`src/rtl/vt_seq_detect_ctrl.sv`:
```
// Run controller for a frame-aligned, non-overlapping serial pattern detector.
// Slices the qualified serial stream into FRAME_LEN-bit frames, counts frames/matches, auto-halts on limit.
module vt_seq_detect_ctrl #(
  parameter int                   FRAME_LEN       = 6,
  parameter int                   CNT_W           = 8,
  parameter logic [FRAME_LEN-1:0] DEFAULT_PATTERN = 6'b100110
) (
  input  logic                 i_clk,
  input  logic                 i_rst,
  input  logic                 i_cfg_valid,
  input  logic [FRAME_LEN-1:0] i_cfg_pattern,
  output logic                 o_cfg_ready,
  input  logic                 i_start,
  input  logic                 i_stop,
  input  logic [CNT_W-1:0]     i_match_limit,
  input  logic                 i_SI,
  input  logic                 i_SI_valid,
  output logic                 o_f,
  output logic                 o_done,
  output logic                 o_busy,
  output logic [CNT_W-1:0]     o_match_cnt,
  output logic [CNT_W-1:0]     o_frame_cnt
);

  // state | meaning
  // IDLE  | disarmed; pattern may be reconfigured
  // RUN   | framing and comparing qualified serial bits
  // HALT  | match limit reached; waiting for start or stop
  typedef enum logic [1:0] {IDLE = 2'd0, RUN = 2'd1, HALT = 2'd2} state_t;

  localparam int IDX_W = (FRAME_LEN > 1) ? $clog2(FRAME_LEN) : 1;
  localparam logic [IDX_W-1:0] LAST_IDX = IDX_W'(FRAME_LEN - 1);
  localparam logic [CNT_W-1:0] CNT_MAX  = '1;

  state_t               state_q, state_d;
  logic [FRAME_LEN-1:0] pattern_q, pattern_d;
  logic [FRAME_LEN-2:0] shift_q, shift_d;
  logic [IDX_W-1:0]     bit_idx_q, bit_idx_d;
  logic [CNT_W-1:0]     match_cnt_q, match_cnt_d;
  logic [CNT_W-1:0]     frame_cnt_q, frame_cnt_d;
  logic [CNT_W-1:0]     limit_q, limit_d;
  logic                 f_q, f_d;
  logic                 done_q, done_d;

  logic [FRAME_LEN-1:0] frame;
  logic [CNT_W-1:0]     match_inc;
  logic [CNT_W-1:0]     frame_inc;

  assign frame     = {shift_q, i_SI};
  assign match_inc = (match_cnt_q == CNT_MAX) ? match_cnt_q : match_cnt_q + 1'b1;
  assign frame_inc = (frame_cnt_q == CNT_MAX) ? frame_cnt_q : frame_cnt_q + 1'b1;

  always_ff @(posedge i_clk) begin
    if (i_rst) begin
      state_q     <= IDLE;
      pattern_q   <= DEFAULT_PATTERN;
      shift_q     <= '0;
      bit_idx_q   <= '0;
      match_cnt_q <= '0;
      frame_cnt_q <= '0;
      limit_q     <= '0;
      f_q         <= 1'b0;
      done_q      <= 1'b0;
    end else begin
      state_q     <= state_d;
      pattern_q   <= pattern_d;
      shift_q     <= shift_d;
      bit_idx_q   <= bit_idx_d;
      match_cnt_q <= match_cnt_d;
      frame_cnt_q <= frame_cnt_d;
      limit_q     <= limit_d;
      f_q         <= f_d;
      done_q      <= done_d;
    end
  end

  always_comb begin
    state_d     = state_q;
    pattern_d   = pattern_q;
    shift_d     = shift_q;
    bit_idx_d   = bit_idx_q;
    match_cnt_d = match_cnt_q;
    frame_cnt_d = frame_cnt_q;
    limit_d     = limit_q;
    f_d         = 1'b0;
    done_d      = 1'b0;

    case (state_q)
      IDLE: begin
        if (i_cfg_valid) pattern_d = i_cfg_pattern;
        if (i_start && !i_stop) begin
          state_d     = RUN;
          shift_d     = '0;
          bit_idx_d   = '0;
          match_cnt_d = '0;
          frame_cnt_d = '0;
          limit_d     = i_match_limit;
        end
      end
      RUN: begin
        // Stop discards any partial frame, even one completing on this edge.
        if (i_stop) begin
          state_d   = IDLE;
          shift_d   = '0;
          bit_idx_d = '0;
        end else if (i_SI_valid) begin
          if (bit_idx_q == LAST_IDX) begin
            bit_idx_d   = '0;
            shift_d     = '0;
            frame_cnt_d = frame_inc;
            if (frame == pattern_q) begin
              match_cnt_d = match_inc;
              f_d         = 1'b1;
              if ((limit_q != '0) && (match_inc == limit_q)) begin
                done_d  = 1'b1;
                state_d = HALT;
              end
            end
          end else begin
            bit_idx_d = bit_idx_q + 1'b1;
            shift_d   = frame[FRAME_LEN-2:0];
          end
        end
      end
      HALT: begin
        if (i_stop) begin
          state_d = IDLE;
        end else if (i_start) begin
          state_d     = RUN;
          shift_d     = '0;
          bit_idx_d   = '0;
          match_cnt_d = '0;
          frame_cnt_d = '0;
          limit_d     = i_match_limit;
        end
      end
      default: state_d = IDLE;
    endcase
  end

  assign o_cfg_ready = (state_q == IDLE);
  assign o_busy      = (state_q == RUN);
  assign o_f         = f_q;
  assign o_done      = done_q;
  assign o_match_cnt = match_cnt_q;
  assign o_frame_cnt = frame_cnt_q;

endmodule

```
`config.mk`:
```
export PLATFORM = sky130hd
export DESIGN_NAME = vt_seq_detect_ctrl
export DESIGN_NICKNAME = d
export VERILOG_FILES = /design/src/rtl/vt_seq_detect_ctrl.sv
export SDC_FILE = /design/constraint.sdc
export NUM_CORES = 1
export LEC_CHECK = 0
export BUFFER_PORTS_ARGS = -buffer_cell sky130_fd_sc_hd__buf_2
export CORE_UTILIZATION = 34
export CTS_CLUSTER_SIZE = 12
export DETAILED_ROUTE_END_ITERATION = 10
export PLACE_DENSITY_LB_ADDON = 0.12
export SLEW_MARGIN = 20
export SYNTH_ARGS = -nofsm -noshare
export SYNTH_HDL_FRONTEND = slang
export SYNTH_SLANG_ARGS = --single-unit
```
`constraint.sdc`:
```
create_clock -name i_clk -period 3.3 [get_ports i_clk]
set_clock_uncertainty 0.05 [all_clocks]
set_input_delay 0.66 -clock i_clk [delete_from_list [all_inputs] [get_ports i_clk]]
set_output_delay 0.66 -clock i_clk [all_outputs]
set_load 0.005 [all_outputs]
```
======== Word-level counts from Yosys, hierarchy flattened ========
Index checks and enable logic that the tools add are counted.
storage, ports and cells
  bits in registers ....................... 42
  input port bits ......................... 21
  output and inout port bits .............. 20
  logic and storage cells ................. 94
cells by class
  $add $sub $neg .......................... 3
  equality and inequality tests ........... 20
  multiplexer cells ....................... 43
  bitwise gates (word level) .............. 4
  reduce and logical (&&, ||, !) cells .... 15
operators with widths
  cell                                                             count
  8-bit 2-to-1 mux                                                 15
  8-bit case mux with 3 select lines                               2
  5-bit 2-to-1 mux                                                 6
  3-bit 2-to-1 mux                                                 6
  8-bit by 1-bit adder with 8-bit output, second input constant    2
  8-bit == test, second input constant                             2
  2-bit 2-to-1 mux                                                 8
  8-bit case mux with 2 select lines                               1
  8-bit AND reduction                                              2
  5-bit case mux with 3 select lines                               1
  2-bit != test, second input constant                             5
  3-bit by 2-bit != test with 1-bit output, second input constant  3
  3-bit case mux with 3 select lines                               1
  8-bit == test                                                    1
  8-bit nonzero test                                               1
  6-bit == test                                                    1
  2-bit by 1-bit != test with 1-bit output, second input constant  3
  3-bit != test, second input constant                             2
  2-bit case mux with 3 select lines                               1
  6-bit AND reduction                                              1
  6-bit OR reduction                                               1
  5-bit AND reduction                                              1
  5-bit OR reduction                                               1
  1-bit NOT                                                        4
  other kinds (12)                                                 14

======== Logic depth before layout (Yosys ltp) ========
Gate-level depths: netlist of run 1.
  depth in word-level cells ............... 10
  mapped depth ............................ 8

======== Worst setup path after synthesis of run 1 ========
Ideal clock, no wire load.
  kind .................................... flip-flop to flip-flop
  start ................................... register match_cnt_q[0] (netlist: o_match_cnt[0])
  end ..................................... register state_q[1]
  arrival ................................. 1949 ps
  path slack .............................. 1243 ps
  stages on the path, launching flop included .. 9
  buffers on the path ..................... 1
  clock period less this slack ............ 2057 ps
  cell sequence ........................... dfxtp_1 -> ha_1 -> buf_4 -> nand3_4 -> a2111o_1 -> a222oi_1 -> o221ai_1 -> and4bb_1 -> a31o_1
on the way
  word-level cells in the longest chain between the ends .. 6
ends and longest elaborated chain
  what                                                                     line  text
  start: declaration                                                       39    logic [CNT_W-1:0] match_cnt_q, match_cnt_d;
  start signal: assignment                                                 69    match_cnt_q <= match_cnt_d;
  8-bit by 1-bit adder with 8-bit output or 8-bit == test (tied branches)  50    assign match_inc = (match_cnt_q == CNT_MAX) ? match_cnt_q : match_cnt_q + 1'b1;
  8-bit 2-to-1 mux (*)                                                     50
  8-bit == test (*)                                                        114   if ((limit_q != '0) && (match_inc == limit_q)) begin
  1-bit logical AND (*)                                                    114
  3-bit by 2-bit != test with 1-bit output (no line) (*)                   --
  6-bit AND reduction (no line) (*)                                        --
  end signal: assignment                                                   65    state_q <= state_d;
  end: declaration                                                         35    state_t state_q, state_d;
Mark *: on every way between the ends. The rest lies on a longest branch, timed or not.
A chain may end at the register's enable or synchronous reset.

======== Worst setup path after layout of run 1 ========
  start ................................... register match_cnt_q[1] (netlist: o_match_cnt[1])
  end ..................................... register state_q[1]
Same word-level chain as after synthesis.

==> results of run 1 <==
==> worst max-delay path, cell delays in order, from the launching register on <==
cell and delay (ns):
dfxtp_1 0.55, ha_1 0.57, nand3_4 0.11, a2111o_1 0.39, a222oi_1 0.29, o221ai_1 0.20, and4bb_1 0.34, a31o_1 0.10
==> metrics by stage <==
stage	power, mW	hold WS, ns	cells
floorplan	0.6045	0.3985	291
global placement	0.6380	0.4199	393
detailed placement	0.6381	0.4182	393
CTS	1.066	0.4324	400
global route	1.099	0.4579	400
finish	1.060	0.4338	400
==> cell families (layout without fill, tap and decap cells) <==
group | count (synthesis) | after routing | synth area share (%)
flip-flops | 42 | 42 | 36.32
AO/OA/AOI/OAI | 71 | 71 | 20.81
adder cells (fa/ha/maj) | 2 | 2 | 1.081
buffers and inverters | 28 | 60 | 5.730
AND/OR/NAND/NOR | 128 | 128 | 28.16
XOR/XNOR | 14 | 14 | 5.297
multiplexers | 6 | 6 | 2.595
==> Yosys cell counts, drive strengths merged (5+ instances only) <==
| cell type | number |
|---|---|
| a211o | 5 |
| nor2 | 34 |
| o21ai | 8 |
| nand2b | 7 |
| clkbuf | 7 |
| xnor2 | 12 |
| mux2i | 6 |
| nand3 | 14 |
| nor2b | 5 |
| nor3 | 8 |
| a22oi | 6 |
| a21oi | 20 |
| dfxtp | 42 |
| nand2 | 34 |
| buf | 10 |
| inv | 10 |
==> layout make-up <==
| class | count | area, µm² |
|---|---|---|
| sequential | 42 | 840.8 |
| clock inverter | 1 | 30.03 |
| inverter | 11 | 41.29 |
| tap | 77 | 96.34 |
| fill | 705 | 3811 |
| multi-input combinational | 221 | 1341 |
| timing repair buffer | 42 | 215.2 |
| clock buffer | 6 | 82.58 |
==> metal layers <==
metal,global-route usage [%],part of all wire (%)
met1,25.60,51
met2,27.86,43
met3,3.540,4.3
met4,3.852,0.78
met5,0,0
==> worst max path at each step <==
stage / startpoint / to / slack (ns) / cells after the start
after floorplan: o_match_cnt[0] / state_q[1] / 1.24 / 8
after global placement: o_match_cnt[0] / state_q[1] / 0.76 / 7
after detailed placement: o_match_cnt[0] / state_q[1] / 0.70 / 7
after CTS: o_match_cnt[0] / state_q[1] / 0.65 / 7
after global routing: o_match_cnt[0] / state_q[1] / 0.46 / 7
final: o_match_cnt[1] / state_q[1] / 0.63 / 7
==> registers in the layout, indices dropped and copies added (netlist names) <==
register / flops
bit_idx_q: 3
limit_q: 8
o_done: 1
o_f: 1
o_frame_cnt: 8
o_match_cnt: 8
pattern_q: 6
shift_q: 5
state_q: 2
==> power groups by stage <==
stage	sequential, mW	clock (mW)	combinational, mW
3_5_place_dp	0.543	0	0.0953
2_1_floorplan	0.538	0	0.0665
6_report	0.531	0.433	0.0954
3_3_place_gp	0.543	0	0.0952
4_1_cts	0.531	0.439	0.0959
5_1_grt	0.533	0.457	0.109
==> summary by stage, run 1 <==
Die
In this run the horizontal extent of the chip is 84.51 µm. The die covers 0.007142 mm². The die is roughly 85 µm tall. The initial core utilization is about 36%. The cell row count is 29. The core region is 0.006459 mm². The number of top-level design ports is 41.

Synth
The number of register bits inferred by synthesis is 42. By area the synthesized netlist is led by dfxtp_1, nand2_1, nor2_1. In this run, synthesis inferred 0 flip-flops with an integrated enable.

Synthesis produced a netlist with a net count of 314. The number of library cell types mapped by synthesis is 56. The Yosys step of the flow raised 0 warnings. The main flop type after synthesis is dfxtp_1.

The number of instances in the synthesized netlist is just under 300. The post-synthesis cell type with the largest combined area is dfxtp_1. The fraction of registers with async set/reset is 0%.

Summing every instance area after synthesis gives 0.002315 mm². The proportion of netlist area held by the largest area contributor is 36.32%. The fraction of the yosys area taken by sequential cells is 36.32%. A synthesized cell averages about 8 µm².

Outcome
The checks that failed: design-rule violations. The run finished, with violations left.

Drt
The first-iteration detailed-routing DRC count is 171. The wire length after detailed routing is 6060 µm. The via density per instance is 5.408.

After detailed routing, the number of remaining DRC violations is 4. For this run, the detailed router's first-pass iteration total came to 7. The routed layout has 2163 vias. The per-cell routed wire length is between 15 and 20 µm. The remaining antenna violation count is 0.

Placement
The wire-length estimate of the detail-placed layout is 4369 µm. The setup slack after placement is 0.6955 ns. The number of I/O port buffers is 40. The post-placement cell area is 0.002535 mm².

At the end of routability-driven placement, the weighted congestion stood at approximately 0.84.

CTS
Buffers inserted during clock tree synthesis total 5. After clock tree synthesis, the clock-pin slew on the worst setup and hold paths is 0.09 ns. The buffer type at the clock tree root is clkbuf_8. The post-cts gate resize count is 0.

CTS built an H-tree with a depth of 2. The number of hold buffers added after CTS was 0. The clock passes through at most 2 buffers.

The tree built by TritonCTS fans out to 42 sinks. After clock tree synthesis, the setup repair step added 0 buffers. TritonCTS built the clock tree. The clock insertion delay at the later pin of the skew report is roughly 0.30 ns.

Worst setup path
The endpoint required time on the critical path is about 3.5 ns. The reg-to-reg critical path startpoint is o_match_cnt[1]. By startpoint and endpoint, the worst setup path is classified as reg -> reg. The kind of capture point of the worst setup path is a flop. The endpoint arrival time on the critical path is 2.86 ns.

The flop-to-flop setup slack is 0.63 ns. The worst setup path is launched from a flop. The number of cells on the worst reg-to-reg path is 7.

In this run the critical register-to-register path is captured at state_q[1]. The maximum net fanout on the critical path is 13.

Cells and area
The layout overhead on the synthesized area is 14.38%. The net count reported at finish is 346. The antenna cell count is 0. Measured on the finished design, the core utilization comes to about 40%. The library cells used most frequently in the layout, excluding fill and tap cells, are dfxtp_1, buf_2, nor2_1, nand2_1, a21oi_1. The library cell used most frequently in the layout, excluding fill and tap cells, is dfxtp_1. Of the cells placed in the final design, the portion with a size suffix greater than 1 is 17.34%. The finished cells cover 0.002648 mm².

STA
The share of the clock period used by the worst path is 80.89%. The final hold violation count is 0. Setup repair after global routing left no endpoint under its margin.

The final period demand of the worst path is 2.669 ns. In the post-route analysis, the smallest setup slack over all paths is 0.6305 ns. For the pin with the worst max-slew slack, the measured transition is 0.5938 ns. Setup violations remaining at the end of the flow were counted as 0. Based on the critical path, the design can be clocked at up to 374.6 MHz. The max-slew violation count was 0. In this run the tightest slew margin relative to its limit is about three fifths.

The sum of negative setup slack is 0 ns.

Global route
Entering global routing, the biggest net connects 24 pins. The first-pass GRT wire length is roughly 10000 µm. The number of global-route vias before repair is 2093. The initial antenna violation count was 0. Across every metal layer, demand over resource in global routing totals 17.89%. The total overflow reported by the global router is 0.

Power and ir drop
Net switching is between 20% and 30% of the power. For this design the total switching power over the nets is 0.2588 mW. In this run the power density over the cells is between 400 and 500 mW/mm². VDD sags by at most between 150 and 200 µV. In this run, flip-flops and latches consume roughly half of the power.

The clock network fraction of total power is 40.9%. The internal portion of the total power is 0.8008 mW. The power share of the combinational group is 9.0%. The analysis attributes to cell leakage a power of 0.9792 nW.

Worst hold path
The tightest min-delay check is of the reg -> reg type. The start point of the worst hold path is bit_idx_q[1]. The path with the worst hold slack has its endpoint at bit_idx_q[1]. The worst hold path was traced through 2 stages.

Flow run
The number of maximum-capacitance constraint violations is 0.
Power figures use the tool's default switching activity.
==> run 2: changes to the inputs <==
ABC_AREA = 1   (was unset)
clock period = 2.4 ns   (was 3.3 ns; I/O delays follow)
==> run 2 against run 1 <==
Net effect:
- the run still ends with design-rule violations left
- largest cell class unchanged
- global-route usage is 1.0 points lower
- critical path depth is 5 higher
- non-clock buffer count is 1 higher
- critical path type unchanged
==> summary by stage, run 2 <==
Power and ir drop
The static power due to leakage is between 1 and 1.5 nW. Dividing total power by cell area gives a power density of 555.4 mW/mm². The worst-case vdd ir drop is roughly 260 µV.

CTS
TritonCTS created 5 clock buffers. The number of hold buffers added after CTS was 0. The clock sink total is 42. The buffer depth of the longest clock path is 2. The post-cts gate resize count is 0.

CTS built an H-tree with a depth of 2. For the worst-skew pair, the clock arrives at the later sink with an insertion delay of around 0.3 ns. The clock tree from TritonCTS is yes. The clock-pin slew on the worst setup and hold paths is about 0.090 ns. The buffer type at the clock tree root is clkbuf_8.

Once the clock tree was built, the setup fixing pass inserted 0 buffers.

Outcome
The checks that failed: design-rule violations. The run finished, with violations left.

STA
Setup repair after global routing left no endpoint under its margin. The worst pin sits at a relative slew slack of 57.32%. The sum of negative setup slack is 0 ns. The slew at the pin with the worst max-slew slack is 0.6395 ns.

The max-slew violation count was 0. The final hold violation count is 0. The peak clock frequency supported by timing is 503.1 MHz. The share of the clock period used by the worst path is 82.81%. Setup violations remaining at the end of the flow were counted as 0. The final period demand of the worst path is 1.988 ns.

Global route
The met3 track utilization from global routing is 3.441%. In this run the most used layer during global routing was met2. The met1 capacity usage during global routing is a little over a fifth.

The number of global-route vias before repair is 2019. The first global-routing pass estimated 9570 µm of wire. The overall global routing resource usage is between 10% and 20%. Global routing used 28.46% of the available met2 tracks.

The initial antenna violation count came to 0. The largest net degree at the start of global routing is 22. For this run the aggregate overflow at the end of global routing stands at 0.

Placement
Buffers placed on the I/O ports in this run total 40. Counting tap cells, the placed design contains a total of roughly 440 instances. The placer congestion estimate is 0.7697. The half-perimeter wire length of the detailed placement result is 4175 µm.

Synth
Counting flops with a built-in enable in the synthesized netlist gives 0. The number of instances in the synthesized netlist is 322. The post-synthesis average cell area is 7.173 µm².

During synthesis, Yosys emitted a total of 0 warnings. Yosys mapped the design onto 39 distinct sky130hd cell types. The proportion of netlist area held by the largest area contributor is 36.40%. Among all flip-flop cells after synthesis, the most frequent one is dfxtp_1. Summing every instance area after synthesis gives 0.002310 mm². Sorting the synthesized cells by how often they occur yields nand2_1, dfxtp_1, inv_1. In the synthesized netlist the async set-or-reset flop fraction comes to 0%.

The number of nets in the synthesized netlist is ~350. By area the synthesized netlist is led by dfxtp_1, nand2_1, a21oi_1. In this run, synthesis produced a sequential element count of 42. The post-synthesis cell type with the largest combined area is dfxtp_1.

The share of the Yosys chip area taken by registers is 36.40%. The most frequent cell after synthesis is nand2_1.

Die
After floorplanning, the core was divided into 29 placement rows. The area of the core region is 0.006459 mm². The height of the chip is around 84 µm. The initial utilization of the core area, before any placement, comes to between 30% and 40%.

The overall die width is 84.42 µm. The number of top-level design ports is 41. The floorplan step defined a die boundary enclosing 0.007127 mm².

Worst hold path
Along the worst hold path, the cell count comes to 3. The kind of path behind the tightest hold check is in -> reg.

Worst setup path
The endpoint required time on the critical path is between 2 and 3 ns. Setup slack on the worst reg-to-reg path comes out at 0.41 ns. The critical path in this run is classified as reg -> reg. The endpoint arrival time on the critical path is roughly 2.1 ns. Counting cells, the worst reg-to-reg path comes to 12. The kind of start point of the critical path is a flop. The kind of capture point of the worst setup path is a flop. Along the worst path, the maximum fanout reaches 7.

Drt
After detailed routing, the average wire length per cell comes to 12.44 µm. The via density per instance is 4.826. In the routed design, unresolved DRC markers number 4.

The detailed router placed 2133 vias in this run. Once detail routing completed, the nets flagged for antenna violations numbered 0. The number of detailed-route iterations in the first pass is 7.

The wire length after detailed routing is roughly 5500 µm. After the first detailed-routing iteration, the DRC count stood at between 100 and 150.

Cells and area
The share of post-route cells with drive strength above 1 is 21.92%. The most common library cell in the layout ignoring fill and taps is nand2_1. Leaving out fill and tap cells, the most frequent cells in the layout are nand2_1, dfxtp_1, buf_2. The number of antenna diodes in the final layout is 0. Compared with the post-synthesis result, the final layout area differs by 15.71%. After the flow finishes, the layout carries non-filler instances totaling 442. At the end of the flow, the number of nets in the layout was 388.

Flow run
The tool flagged a number of max-cap violations equal to 0.
## run 2: changes by cell type in the layout (fill, tap and decap cells not counted), moves of 5 or more
cell / delta
nand2_1: +31
inv_1: +26
nand3_1: +15
o21ai_0: +11
xnor2_1: -9
a21oi_1: +8
nand2b_1: -7
a22oi_1: -6
mux2i_1: -6
a211o_1: -5
inv_2: +5
nor2b_1: -5
## run 2: critical path: stages, from the launching register on
cell and delay, ns:
dfxtp_1 0.44, ha_1 0.23, nand2_2 0.09, nor2_4 0.19, nand3_1 0.13, nand3_1 0.10, nand2_1 0.05, inv_1 0.05
nand2_1 0.05, nor2_1 0.18, nand4_2 0.16, nand2_1 0.11, a21oi_2 0.05
## run 2: cells by family after synthesis
| kind of cell | after synthesis | share of synthesized area [%] |
|---|---|---|
| flip-flops | 42 | 36.40 |
| AND/OR/NAND/NOR | 160 | 35.86 |
| buffers and inverters | 49 | 8.451 |
| XOR/XNOR | 7 | 2.654 |
| AO/OA/AOI/OAI | 62 | 15.55 |
| adder cells (fa/ha/maj) | 2 | 1.083 |
## run 2: per-layer routing
layer	vias to the layer above	wire length, µm
li1	1149	-
met1	932	2721
met2	44	2467
met3	8	237
met4	0	71
met5	-	0
## run 2: power breakdown
part / leakage, nW / internal, mW / total, mW / switching, mW
clock: 0.0438 / 0.196 / 0.443 / 0.248
combinational: 0.843 / 0.103 / 0.277 / 0.174
sequential: 0.343 / 0.733 / 0.764 / 0.0315
## run 2: layout make-up
type	count	area, µm²
clock buffers	5	68.82
clock inverters	2	10.01
fillers	688	3786
inverters	42	160.2
multi-input cells	231	1274
flip-flops and latches	42	840.8
well taps	77	96.34
repair buffers	43	222.7
## run 2: worst paths after layout
| path | from | end |
|---|---|---|
| setup / recovery | o_match_cnt[1] | state_q[0] |
| hold / removal | i_cfg_pattern[1] | pattern_q[1] |
| setup reg to reg | o_match_cnt[1] | state_q[0] |
| hold reg to reg | shift_q[4] | shift_q[4] |
## run 2: per-stage QoR
step / hold slack, ns / utilization [%] / power (mW) / cell area [µm²] / setup WS [ns]
3_5_place_dp: 0.4202 / 40.16 / 1.058 / 2594 / 0.2963
4_1_cts: 0.3252 / 41.38 / 1.507 / 2673 / 0.4276
2_1_floorplan: 0.3974 / - / 0.9710 / 2310 / 0.5889
6_report: 0.3319 / 41.38 / 1.484 / 2673 / 0.4124
3_3_place_gp: 0.4173 / 40.16 / 1.059 / 2594 / 0.3200
5_1_grt: 0.3315 / 41.38 / 1.581 / 2673 / 0.1337
